File: config.mk
export PLATFORM = sky130hd
export DESIGN_NAME = uart_receiver
export DESIGN_NICKNAME = d
export VERILOG_FILES = /design/src/rtl/uart_pkg.sv /design/src/rtl/uart_rx_sync.sv /design/src/rtl/uart_receiver.sv
export SDC_FILE = /design/constraint.sdc
export NUM_CORES = 1
export LEC_CHECK = 0
export CAP_MARGIN = 20
export CORE_ASPECT_RATIO = 1.75
export CORE_MARGIN = 10
export CORE_UTILIZATION = 60
export CTS_CLUSTER_SIZE = 25
export DETAILED_ROUTE_END_ITERATION = 8
export PLACE_DENSITY = 0.89
export SETUP_SLACK_MARGIN = 0.15
export SYNTH_ARGS = -nofsm -noshare
export SYNTH_HDL_FRONTEND = slang
export SYNTH_HIERARCHICAL = 1
export SYNTH_SLANG_ARGS = --single-unit
File: constraint.sdc
create_clock -name PCLK -period 3.5 [get_ports PCLK]
set_clock_uncertainty 0.1 [all_clocks]
set_input_delay 0.525 -clock PCLK [delete_from_list [all_inputs] [get_ports PCLK]]
set_output_delay 0.525 -clock PCLK [all_outputs]
set_load 0.1 [all_outputs]
File: src/rtl/uart_pkg.sv
// uart_pkg
//   Definitions shared by the UART transmit and receive paths.
//   - DATA_WIDTH / OVERSAMPLE : default word width and rx_tick pulses per bit
//   - rx_state_t              : receiver state encoding
//   - PAR_* / STOP_*          : parity_signal and stop_bits encodings
//   - parity_ok()             : frame parity check helper
package uart_pkg;

  localparam int unsigned DATA_WIDTH = 32;
  localparam int unsigned OVERSAMPLE = 16;

  typedef enum logic [2:0] {
    RX_IDLE,
    RX_START,
    RX_DATA,
    RX_PARITY,
    RX_STOP1,
    RX_STOP2,
    RX_DONE,
    RX_ERR
  } rx_state_t;

  // parity_signal: bit1 enables parity; bit0 selects even (1) or odd (0).
  // Any value with bit1 clear (2'b0x) means no parity.
  localparam logic [1:0] PAR_NONE = 2'b00;
  localparam logic [1:0] PAR_ODD  = 2'b10;
  localparam logic [1:0] PAR_EVEN = 2'b11;

  localparam logic STOP_ONE = 1'b0;
  localparam logic STOP_TWO = 1'b1;

  // data_xor is the XOR of the frame's data bits. The XOR of data and
  // parity bit must be 1 for odd parity and 0 for even parity.
  function automatic logic parity_ok(input logic data_xor,
                                     input logic parity_bit,
                                     input logic [1:0] parity_sel);
    return data_xor ^ parity_bit ^ parity_sel[0];
  endfunction

endpackage

File: src/rtl/uart_rx_sync.sv
// uart_rx_sync
//   Two-flop synchronizer for the asynchronous serial input plus a
//   falling-edge detector on the synchronized value.
//   Ports:
//     PCLK     in   system clock, rising edge
//     PRESETn  in   asynchronous active-low reset
//     Rx       in   raw serial line, idle high
//     rx_s     out  synchronized line (resets to 1, the idle level)
//     rx_fall  out  one-PCLK pulse when rx_s goes 1 -> 0
module uart_rx_sync (
  input  logic PCLK,
  input  logic PRESETn,
  input  logic Rx,
  output logic rx_s,
  output logic rx_fall
);

  logic rx_meta;
  logic rx_prev;

  // All stages reset to the idle level so reset release never looks like
  // a start-bit edge.
  always_ff @(posedge PCLK or negedge PRESETn) begin
    if (!PRESETn) begin
      rx_meta <= 1'b1;
      rx_s    <= 1'b1;
      rx_prev <= 1'b1;
    end else begin
      rx_meta <= Rx;
      rx_s    <= rx_meta;
      rx_prev <= rx_s;
    end
  end

  assign rx_fall = rx_prev & ~rx_s;

endmodule

File: src/rtl/uart_receiver.sv
// uart_receiver
//   Serial-to-parallel receive stage. Reassembles one DATA_WIDTH-bit word
//   from consecutive character frames (LSB first), sampling each bit at
//   mid-point using an OVERSAMPLE x baud rx_tick enable. Parity and stop
//   bits are checked per frame; status is reported through one-cycle
//   pulses and sticky flags.
//   Ports:
//     PCLK, PRESETn   system clock / asynchronous active-low reset
//     rx_tick         one-PCLK enable at OVERSAMPLE x baud
//     RX_enable       receive enable; low forces IDLE and drops partial word
//     Rx              asynchronous serial input, idle high
//     frame_length    data bits per frame (5..8)
//     parity_signal   bit1 = parity enable, bit0 = even (1) / odd (0)
//     stop_bits       0 = one stop bit, 1 = two
//     read_data       last completed word, held until the next RX_done
//     RX_done         one-PCLK pulse when a word completes
//     RX_ERROR        one-PCLK pulse when a word is aborted (bad stop bit)
//     parity_error    sticky, cleared when the next word starts
//     frame_error     sticky, cleared when the next word starts
module uart_receiver #(
  parameter int unsigned DATA_WIDTH = uart_pkg::DATA_WIDTH,
  parameter int unsigned OVERSAMPLE = uart_pkg::OVERSAMPLE
) (
  input  logic                  PCLK,
  input  logic                  PRESETn,
  input  logic                  rx_tick,
  input  logic                  RX_enable,
  input  logic                  Rx,
  input  logic [3:0]            frame_length,
  input  logic [1:0]            parity_signal,
  input  logic                  stop_bits,
  output logic [DATA_WIDTH-1:0] read_data,
  output logic                  RX_done,
  output logic                  RX_ERROR,
  output logic                  parity_error,
  output logic                  frame_error
);

  import uart_pkg::*;

  localparam int unsigned CNT_W = (OVERSAMPLE > 1) ? $clog2(OVERSAMPLE) : 1;
  localparam int unsigned IDX_W = $clog2(DATA_WIDTH + 1);
  localparam int unsigned SEL_W = (DATA_WIDTH > 1) ? $clog2(DATA_WIDTH) : 1;

  localparam logic [CNT_W-1:0] HALF_LAST = CNT_W'(OVERSAMPLE / 2 - 1);
  localparam logic [CNT_W-1:0] FULL_LAST = CNT_W'(OVERSAMPLE - 1);
  localparam logic [IDX_W-1:0] IDX_FULL  = IDX_W'(DATA_WIDTH);

  logic rx_s;
  logic rx_fall;

  uart_rx_sync u_sync (
    .PCLK    (PCLK),
    .PRESETn (PRESETn),
    .Rx      (Rx),
    .rx_s    (rx_s),
    .rx_fall (rx_fall)
  );

  rx_state_t             state;
  logic [CNT_W-1:0]      sample_cnt;
  logic [IDX_W-1:0]      index;
  logic [3:0]            bit_cnt;
  logic                  par_acc;
  logic [DATA_WIDTH-1:0] shift_reg;

  // Sample strobes: half a bit after the start edge, then every full bit.
  logic      half_hit;
  logic      bit_hit;
  logic      last_data_bit;
  logic      word_full;
  rx_state_t after_stop;

  always_comb begin
    half_hit      = rx_tick && (sample_cnt == HALF_LAST);
    bit_hit       = rx_tick && (sample_cnt == FULL_LAST);
    last_data_bit = ((bit_cnt + 4'd1) == frame_length);
    word_full     = (index >= IDX_FULL);
    after_stop    = word_full ? RX_DONE : RX_IDLE;
  end

  always_ff @(posedge PCLK or negedge PRESETn) begin
    if (!PRESETn) begin
      state        <= RX_IDLE;
      sample_cnt   <= '0;
      index        <= '0;
      bit_cnt      <= '0;
      par_acc      <= 1'b0;
      shift_reg    <= '0;
      read_data    <= '0;
      RX_done      <= 1'b0;
      RX_ERROR     <= 1'b0;
      parity_error <= 1'b0;
      frame_error  <= 1'b0;
    end else begin
      RX_done  <= 1'b0;
      RX_ERROR <= 1'b0;

      // Disable has priority over every state, including DONE, so a word
      // finishing in the same cycle as the disable never reports RX_done.
      if (!RX_enable) begin
        state      <= RX_IDLE;
        index      <= '0;
        sample_cnt <= '0;
        bit_cnt    <= '0;
      end else begin
        unique case (state)
          RX_IDLE: begin
            if (rx_fall) begin
              state      <= RX_START;
              sample_cnt <= '0;
              bit_cnt    <= '0;
              par_acc    <= 1'b0;
              // First frame of a new word: clear status and stale data.
              if (index == '0) begin
                parity_error <= 1'b0;
                frame_error  <= 1'b0;
                shift_reg    <= '0;
              end
            end
          end

          RX_START: begin
            if (half_hit) begin
              sample_cnt <= '0;
              // Line back high at mid start bit: glitch, not an error.
              state      <= rx_s ? RX_IDLE : RX_DATA;
            end else if (rx_tick) begin
              sample_cnt <= sample_cnt + 1'b1;
            end
          end

          RX_DATA: begin
            if (bit_hit) begin
              sample_cnt <= '0;
              // Bits beyond the word width are padding: they still count
              // toward frame parity but are not stored.
              if (!word_full) begin
                shift_reg[index[SEL_W-1:0]] <= rx_s;
                index                       <= index + 1'b1;
              end
              par_acc <= par_acc ^ rx_s;
              bit_cnt <= bit_cnt + 4'd1;
              if (last_data_bit) begin
                state <= parity_signal[1] ? RX_PARITY : RX_STOP1;
              end
            end else if (rx_tick) begin
              sample_cnt <= sample_cnt + 1'b1;
            end
          end

          RX_PARITY: begin
            if (bit_hit) begin
              sample_cnt <= '0;
              if (!parity_ok(par_acc, rx_s, parity_signal)) begin
                parity_error <= 1'b1;
              end
              state <= RX_STOP1;
            end else if (rx_tick) begin
              sample_cnt <= sample_cnt + 1'b1;
            end
          end

          RX_STOP1: begin
            if (bit_hit) begin
              sample_cnt <= '0;
              if (!rx_s) begin
                frame_error <= 1'b1;
                RX_ERROR    <= 1'b1;
                index       <= '0;
                state       <= RX_ERR;
              end else if (stop_bits == STOP_TWO) begin
                state <= RX_STOP2;
              end else begin
                state <= after_stop;
              end
            end else if (rx_tick) begin
              sample_cnt <= sample_cnt + 1'b1;
            end
          end

          RX_STOP2: begin
            if (bit_hit) begin
              sample_cnt <= '0;
              if (!rx_s) begin
                frame_error <= 1'b1;
                RX_ERROR    <= 1'b1;
                index       <= '0;
                state       <= RX_ERR;
              end else begin
                state <= after_stop;
              end
            end else if (rx_tick) begin
              sample_cnt <= sample_cnt + 1'b1;
            end
          end

          RX_DONE: begin
            read_data <= shift_reg;
            RX_done   <= 1'b1;
            index     <= '0;
            state     <= RX_IDLE;
          end

          RX_ERR: begin
            // Hold off until the line returns high so a break or stuck-low
            // line cannot be mistaken for a stream of start bits.
            if (rx_s) begin
              state <= RX_IDLE;
            end
          end

          default: begin
            state <= RX_IDLE;
          end
        endcase
      end
    end
  end

endmodule

==> results of run 1 <==
-- metrics by stage --
step                cell area (um^2)  hold slack (ps)  power [mW]  utilization, %  setup WS [ps]
finish                          5070            -2.46        2.64            74.0            866
global route                    5070             13.3        2.74            74.0            765
CTS                             5050              260        2.63            73.6            911
detailed placement              4750              252        1.66            69.3            677
global placement                4750              246        1.63            69.3            762
floorplan                       4240              129        1.50               -           1370
-- cell type report --
cell class | instances | area [um^2] | area share (%)
multi-input cells | 357 | 1870 | 36.8
flip-flops and latches | 89 | 2230 | 44.0
well taps | 84 | 105 | 2.07
repair buffers | 54 | 541 | 10.7
clock buffers | 13 | 260 | 5.13
inverters | 9 | 33.8 | 0.666
clock inverters | 2 | 37.5 | 0.740
-- cells in the mapped netlist, types with 2 or more instances --
cell	n
sky130_fd_sc_hd__inv_1	8
sky130_fd_sc_hd__or4_1	2
sky130_fd_sc_hd__clkbuf_1	24
sky130_fd_sc_hd__nor2b_1	5
sky130_fd_sc_hd__xor2_1	2
sky130_fd_sc_hd__ha_1	6
sky130_fd_sc_hd__nand4_1	3
sky130_fd_sc_hd__nand3b_1	2
sky130_fd_sc_hd__nand2_1	123
sky130_fd_sc_hd__dfstp_2	3
sky130_fd_sc_hd__a31oi_1	4
sky130_fd_sc_hd__nor4_1	2
sky130_fd_sc_hd__or2_2	3
sky130_fd_sc_hd__nand2b_1	10
sky130_fd_sc_hd__o21ai_1	11
sky130_fd_sc_hd__or3_1	3
sky130_fd_sc_hd__nor3_1	6
sky130_fd_sc_hd__o21ai_0	68
sky130_fd_sc_hd__and2_1	4
sky130_fd_sc_hd__buf_1	3
sky130_fd_sc_hd__dfrtp_1	86
sky130_fd_sc_hd__xnor2_1	6
sky130_fd_sc_hd__nor2_1	12
sky130_fd_sc_hd__o21a_1	2
sky130_fd_sc_hd__a22o_1	3
sky130_fd_sc_hd__nand3_1	4
sky130_fd_sc_hd__o2bb2ai_1	4
sky130_fd_sc_hd__a21oi_1	50
sky130_fd_sc_hd__and3_1	4
-- layer usage --
layer  global-route usage, %  part of all wire (%)  up-vias  wire length, um
li1                        -                     -     1735                -
met1                    19.6                    37     1798             3870
met2                    34.0                    54      145             5680
met3                    5.26                   5.8       34              608
met4                    9.25                   3.2        0              341
met5                       0                     0        -                0
-- power breakdown --
group,switching [mW],leakage [nW],internal [mW]
Sequential,0.0641,1.23,1.06
Clock,0.382,0.142,0.589
Combinational,0.353,0.982,0.184
Total,0.800,2.35,1.84
-- cell families (layout without fill, tap and decap cells) --
group	Yosys count	after routing	share of synthesized area, %
DFF	89	89	52.7
buffers and inverters	37	78	3.31
xor gates and xnor gates	8	8	1.65
adders and majority gates	6	6	1.77
and+or+nand+nor	191	191	21.0
AOI/OAI and AO/OA	152	152	19.6
-- final timing paths --
kind,startpoint,to,depth (start not counted)
max,index[2],shift_reg[8],5
min,PRESETn,RX_ERROR,1
max reg2reg,index[2],shift_reg[8],5
min reg2reg,u_sync/rx_meta,u_sync/rx_s,0
max in group asynchronous,PRESETn,u_sync/rx_meta,2
min in group PCLK,u_sync/rx_meta,u_sync/rx_s,0
==> flow_metrics.env, run 1 <==
export IMPL_hold_path_class="input pin to async pin"
export IMPL_first_global_vias=3681
export IMPL_floorplan_initialDensity_pct=61.8
export IMPL_numnets_final=538
export IMPL_cp_slowest_cell="sky130_fd_sc_hd__or4_1"
export IMPL_route_detailed_wl_per_inst_um=17.3
export IMPL_ys_seq_elements=89
export IMPL_most_common_cell_after_layout_fill_and_taps_aside="sky130_fd_sc_hd__nand2_1"
export IMPL_dr_pass1_iters=5
export IMPL_core_area_um2=6860
export IMPL_fillers=528
export IMPL_crit_path_max_incr_delay_ps=660
export IMPL_setup_worst_path_end_class="flop"
export IMPL_crit_family="simple AND/OR/NAND/NOR gates"
export IMPL_final_instance_count_excl_fill=608
export IMPL_antenna_found_initial=0
export IMPL_cts_htree_levels=3
export IMPL_cts_buffers=9
export IMPL_post_synth_main_area_contributors="sky130_fd_sc_hd__dfrtp_1 (51%), sky130_fd_sc_hd__nand2_1 (11%), sky130_fd_sc_hd__o21ai_0 (8.0%)"
export IMPL_post_route_drc_count=0
export IMPL_worst_path_max_fanout=21
export IMPL_violations_in_the_final_reports="hold timing"
export IMPL_max_cap_viol_count=0
export IMPL_drv_slew=0
export IMPL_cp_arrival_ps=2800
export IMPL_cp_required_ps=3660
export IMPL_gp_congestion=0.918
export IMPL_rrSetupSlack_ps=870
export IMPL_drt_first_iter_violations=522
export IMPL_seq_area_frac_synth_pct=52.7
export IMPL_fin_crit_sh_pct=75.3
export IMPL_layout_min_cycle_time_ps=2630
export IMPL_worst_pin_slew_ps=988
export IMPL_synth_distinct_cells=49
export IMPL_syn_inst=483
export IMPL_clkSinkCount=89
export IMPL_dominant_cell_type_by_area_after_synthesis="sky130_fd_sc_hd__dfrtp_1"
export IMPL_synthesis_area_per_instance_um2=8.77
export IMPL_ys_warnings_count=6
export IMPL_rsz_0062_raised_after_global_routing="no"
export IMPL_cts_tree="yes"
export IMPL_vdd_ir_drop_max_mv=0.326
export IMPL_synth_edff_count=0
export IMPL_die_height_um=131
export IMPL_place_detailed_hpwl_mm=7.14
export IMPL_chipWidth_um=83.5
export IMPL_p_per_area_nw_per_um2=519
export IMPL_synth_top_flop_cell="sky130_fd_sc_hd__dfrtp_1"
export IMPL_power_static_leakage_nw=2.35
export IMPL_antennaDiodeCount=0
export IMPL_final_cell_mix="sky130_fd_sc_hd__nand2_1 (123), sky130_fd_sc_hd__dfrtp_1 (86), sky130_fd_sc_hd__o21ai_0 (68)"
export IMPL_synthArstFlopShare_pct=100
export IMPL_netlist_area_um2=4240
export IMPL_clk_latency_ps=340
export IMPL_outcome="finished, violations left"
export IMPL_global_route_usage_total_pct=19.0
export IMPL_route_final_wire_length_mm=10.5
export IMPL_crit_buf_inv=0
export IMPL_cts_reportedPaths_clkPinSlew_ps=60
export IMPL_fmaxAchievable_ghz=0.380
export IMPL_root_buffer="sky130_fd_sc_hd__clkbuf_16"
export IMPL_critical_path_cell_chain="or2_2 > nor4_4 > o21ai_2 > or4_1 > o21ai_1"
export IMPL_std_cell_rows=40
export IMPL_drt_antenna_violating_nets=0
export IMPL_placedCellCount=592
export IMPL_final_hold_violation_count=2
export IMPL_post_cts_resized=0
export IMPL_dieArea_um2=11000
export IMPL_via_count=3712
export IMPL_netlist_area_leader_share_pct=50.8
export IMPL_fin_setup_tns_ps=0
export IMPL_grt_pass1_wl_mm=17.5
export IMPL_timing_max_slew_rel_slack_pct=33.9
export IMPL_drive_above_1_share_pct=6.30
export IMPL_portBuffers=47
export IMPL_pin_count=48
export IMPL_layout_area_overhead_vs_synth_pct=19.8
export IMPL_worst_setup_path_type="flop to flop"
export IMPL_ctsHoldBuffers=0
export IMPL_setup_viol_count_final=0
export IMPL_vias_per_cell=6.11
export IMPL_mappedNetlistNets=501
export IMPL_ctsLongestPathBuffers=2
export IMPL_hold_slack_ps=-2.46
export IMPL_overflow=0
export IMPL_post_cts_repair_setup_buffers=0
export IMPL_grt_start_max_net_pins=90
export IMPL_nature_of_the_critical_path_startpoint="flop"
Power figures use the tool's default switching activity.
==> run 2, diff against run 1 <==
- CORE_UTILIZATION: 60 -> 56
- PLACE_DENSITY: 0.89 -> 0.85
- clock period: 3.5 -> 2.7 ns (I/O delays scaled with it)
==> run 2 against run 1 <==
  * The flow now finishes without violations
  * Critical path depth unchanged
  * Via count fell by 2.4%
  * Sequential cell count stayed put
  * Largest cell class unchanged
==> flow_metrics.env, run 2 (synthesis results as in run 1) <==
export IMPL_drt_antenna_violating_nets=0
export IMPL_p_per_area_nw_per_um2=684
export IMPL_setup_worst_path_end_class="flop"
export IMPL_max_cap_viol_count=0
export IMPL_setup_viol_count_final=0
export IMPL_cp_slowest_cell="sky130_fd_sc_hd__or4_1"
export IMPL_drt_first_iter_violations=339
export IMPL_antennaDiodeCount=0
export IMPL_portBuffers=47
export IMPL_cts_htree_levels=3
export IMPL_grt_pass1_wl_mm=17.3
export IMPL_fmaxAchievable_ghz=0.415
export IMPL_vdd_ir_drop_max_mv=0.461
export IMPL_ctsLongestPathBuffers=2
export IMPL_std_cell_rows=41
export IMPL_vias_per_cell=5.85
export IMPL_antenna_found_initial=0
export IMPL_pin_count=48
export IMPL_post_route_drc_count=0
export IMPL_clk_latency_ps=340
export IMPL_most_common_cell_after_layout_fill_and_taps_aside="sky130_fd_sc_hd__nand2_1"
export IMPL_worst_setup_path_type="flop to flop"
export IMPL_dieArea_um2=11600
export IMPL_first_global_vias=3709
export IMPL_route_detailed_wl_per_inst_um=16.6
export IMPL_outcome="finished clean"
export IMPL_fillers=600
export IMPL_worst_pin_slew_ps=622
export IMPL_hold_slack_ps=256
export IMPL_cts_reportedPaths_clkPinSlew_ps=60
export IMPL_route_final_wire_length_mm=10.3
export IMPL_place_detailed_hpwl_mm=7.31
export IMPL_final_cell_mix="sky130_fd_sc_hd__nand2_1 (123), sky130_fd_sc_hd__dfrtp_1 (86), sky130_fd_sc_hd__o21ai_0 (68)"
export IMPL_final_hold_violation_count=0
export IMPL_nature_of_the_critical_path_startpoint="flop"
export IMPL_post_route_util_pct=69.1
export IMPL_clkSinkCount=89
export IMPL_timing_max_slew_rel_slack_pct=58.0
export IMPL_core_area_um2=7280
export IMPL_cts_buffers=9
export IMPL_cts_tree="yes"
export IMPL_overflow=0
export IMPL_crit_path_max_incr_delay_ps=610
export IMPL_drive_above_1_share_pct=14.3
export IMPL_die_height_um=135
export IMPL_via_count=3622
export IMPL_fin_crit_sh_pct=89.3
export IMPL_dp_slack_ps=176
export IMPL_numnets_final=546
export IMPL_global_route_usage_total_pct=18.1
export IMPL_cp_required_ps=2850
export IMPL_gp_congestion=0.931
export IMPL_final_setup_worst_slack_ps=289
export IMPL_worst_path_max_fanout=17
export IMPL_cp_arrival_ps=2560
export IMPL_floorplan_initialDensity_pct=58.2
export IMPL_chipWidth_um=85.8
export IMPL_root_buffer="sky130_fd_sc_hd__clkbuf_16"
export IMPL_critical_path_cell_chain="or3_4 > nor4_4 > o21ai_2 > or4_1 > o21ai_1"
export IMPL_layout_min_cycle_time_ps=2410
export IMPL_hold_path_class="flop to flop"
export IMPL_power_static_leakage_nw=2.46
export IMPL_drv_slew=0
export IMPL_design_power_total_mw=3.44
export IMPL_layout_area_overhead_vs_synth_pct=18.8
export IMPL_rsz_0062_raised_after_global_routing="no"
export IMPL_grt_start_max_net_pins=39
export IMPL_fin_setup_tns_ps=0
export IMPL_dr_pass1_iters=5
export IMPL_post_cts_resized=0
## run 2: what timing repair did
item                       CTS  global route
hold endpoints to repair    35             0
setup endpoints to repair    0             0
setup buffers                0             0
hold buffers                 1             0
## run 2: per-layer routing
metal | track usage, % | up-vias | routed length, um
met5 | 0 | - | 0
met1 | 18.7 | 1750 | 3940
met4 | 8.55 | 0 | 244
li1 | - | 1752 | -
met2 | 33.2 | 101 | 5560
met3 | 3.80 | 19 | 539
## run 2: stage by stage
stage / cell area, um^2 / std cells
3_5_place_dp: 4720 / 602
6_report: 5030 / 619
5_1_grt: 5030 / 619
3_3_place_gp: 4720 / 602
4_1_cts: 5030 / 619
2_1_floorplan: 4240 / 483
## run 2: report_power, final
| group | internal (mW) | total, mW | switching [mW] | leakage (nW) |
|---|---|---|---|---|
| logic | 0.256 | 0.747 | 0.491 | 1.09 |
| clock network | 0.769 | 1.26 | 0.489 | 0.143 |
| registers | 1.38 | 1.44 | 0.0569 | 1.23 |
## run 2: path summary, 6_finish.rpt
kind                                 from  depth (start not counted)  slack [ps]             to
setup reg to reg                 state[2]                          5         290  shift_reg[16]
setup / recovery                 state[2]                          5         290  shift_reg[16]
max in group asynchronous         PRESETn                          3        1290    u_sync/rx_s
min in group asynchronous         PRESETn                          2         460    frame_error
hold reg to reg            u_sync/rx_meta                          0         260    u_sync/rx_s
hold / removal             u_sync/rx_meta                          0         260    u_sync/rx_s
## run 2: worst max-delay path, delay by kind of cell (launching register included)
family / cells / cell delay, ps
flops: 1 / 550
compound gates: 2 / 330
simple gates: 3 / 1340
## run 2: final cells by class
type                    instances  area [um^2]  share of cell area [%]
clock inverters                 2         37.5                   0.746
repair buffers                 62          493                    9.80
well taps                      86          108                    2.14
multi-input cells             357         1870                    37.1
flip-flops and latches         89         2230                    44.3
inverters                       9         33.8                   0.671
clock buffers                  14          264                    5.25
==> run 3, diff against run 2 <==
- CTS_CLUSTER_DIAMETER: default -> 200
==> results of run 3 <==
No change in the layout: final DEF, timing and power equal those of run 2.
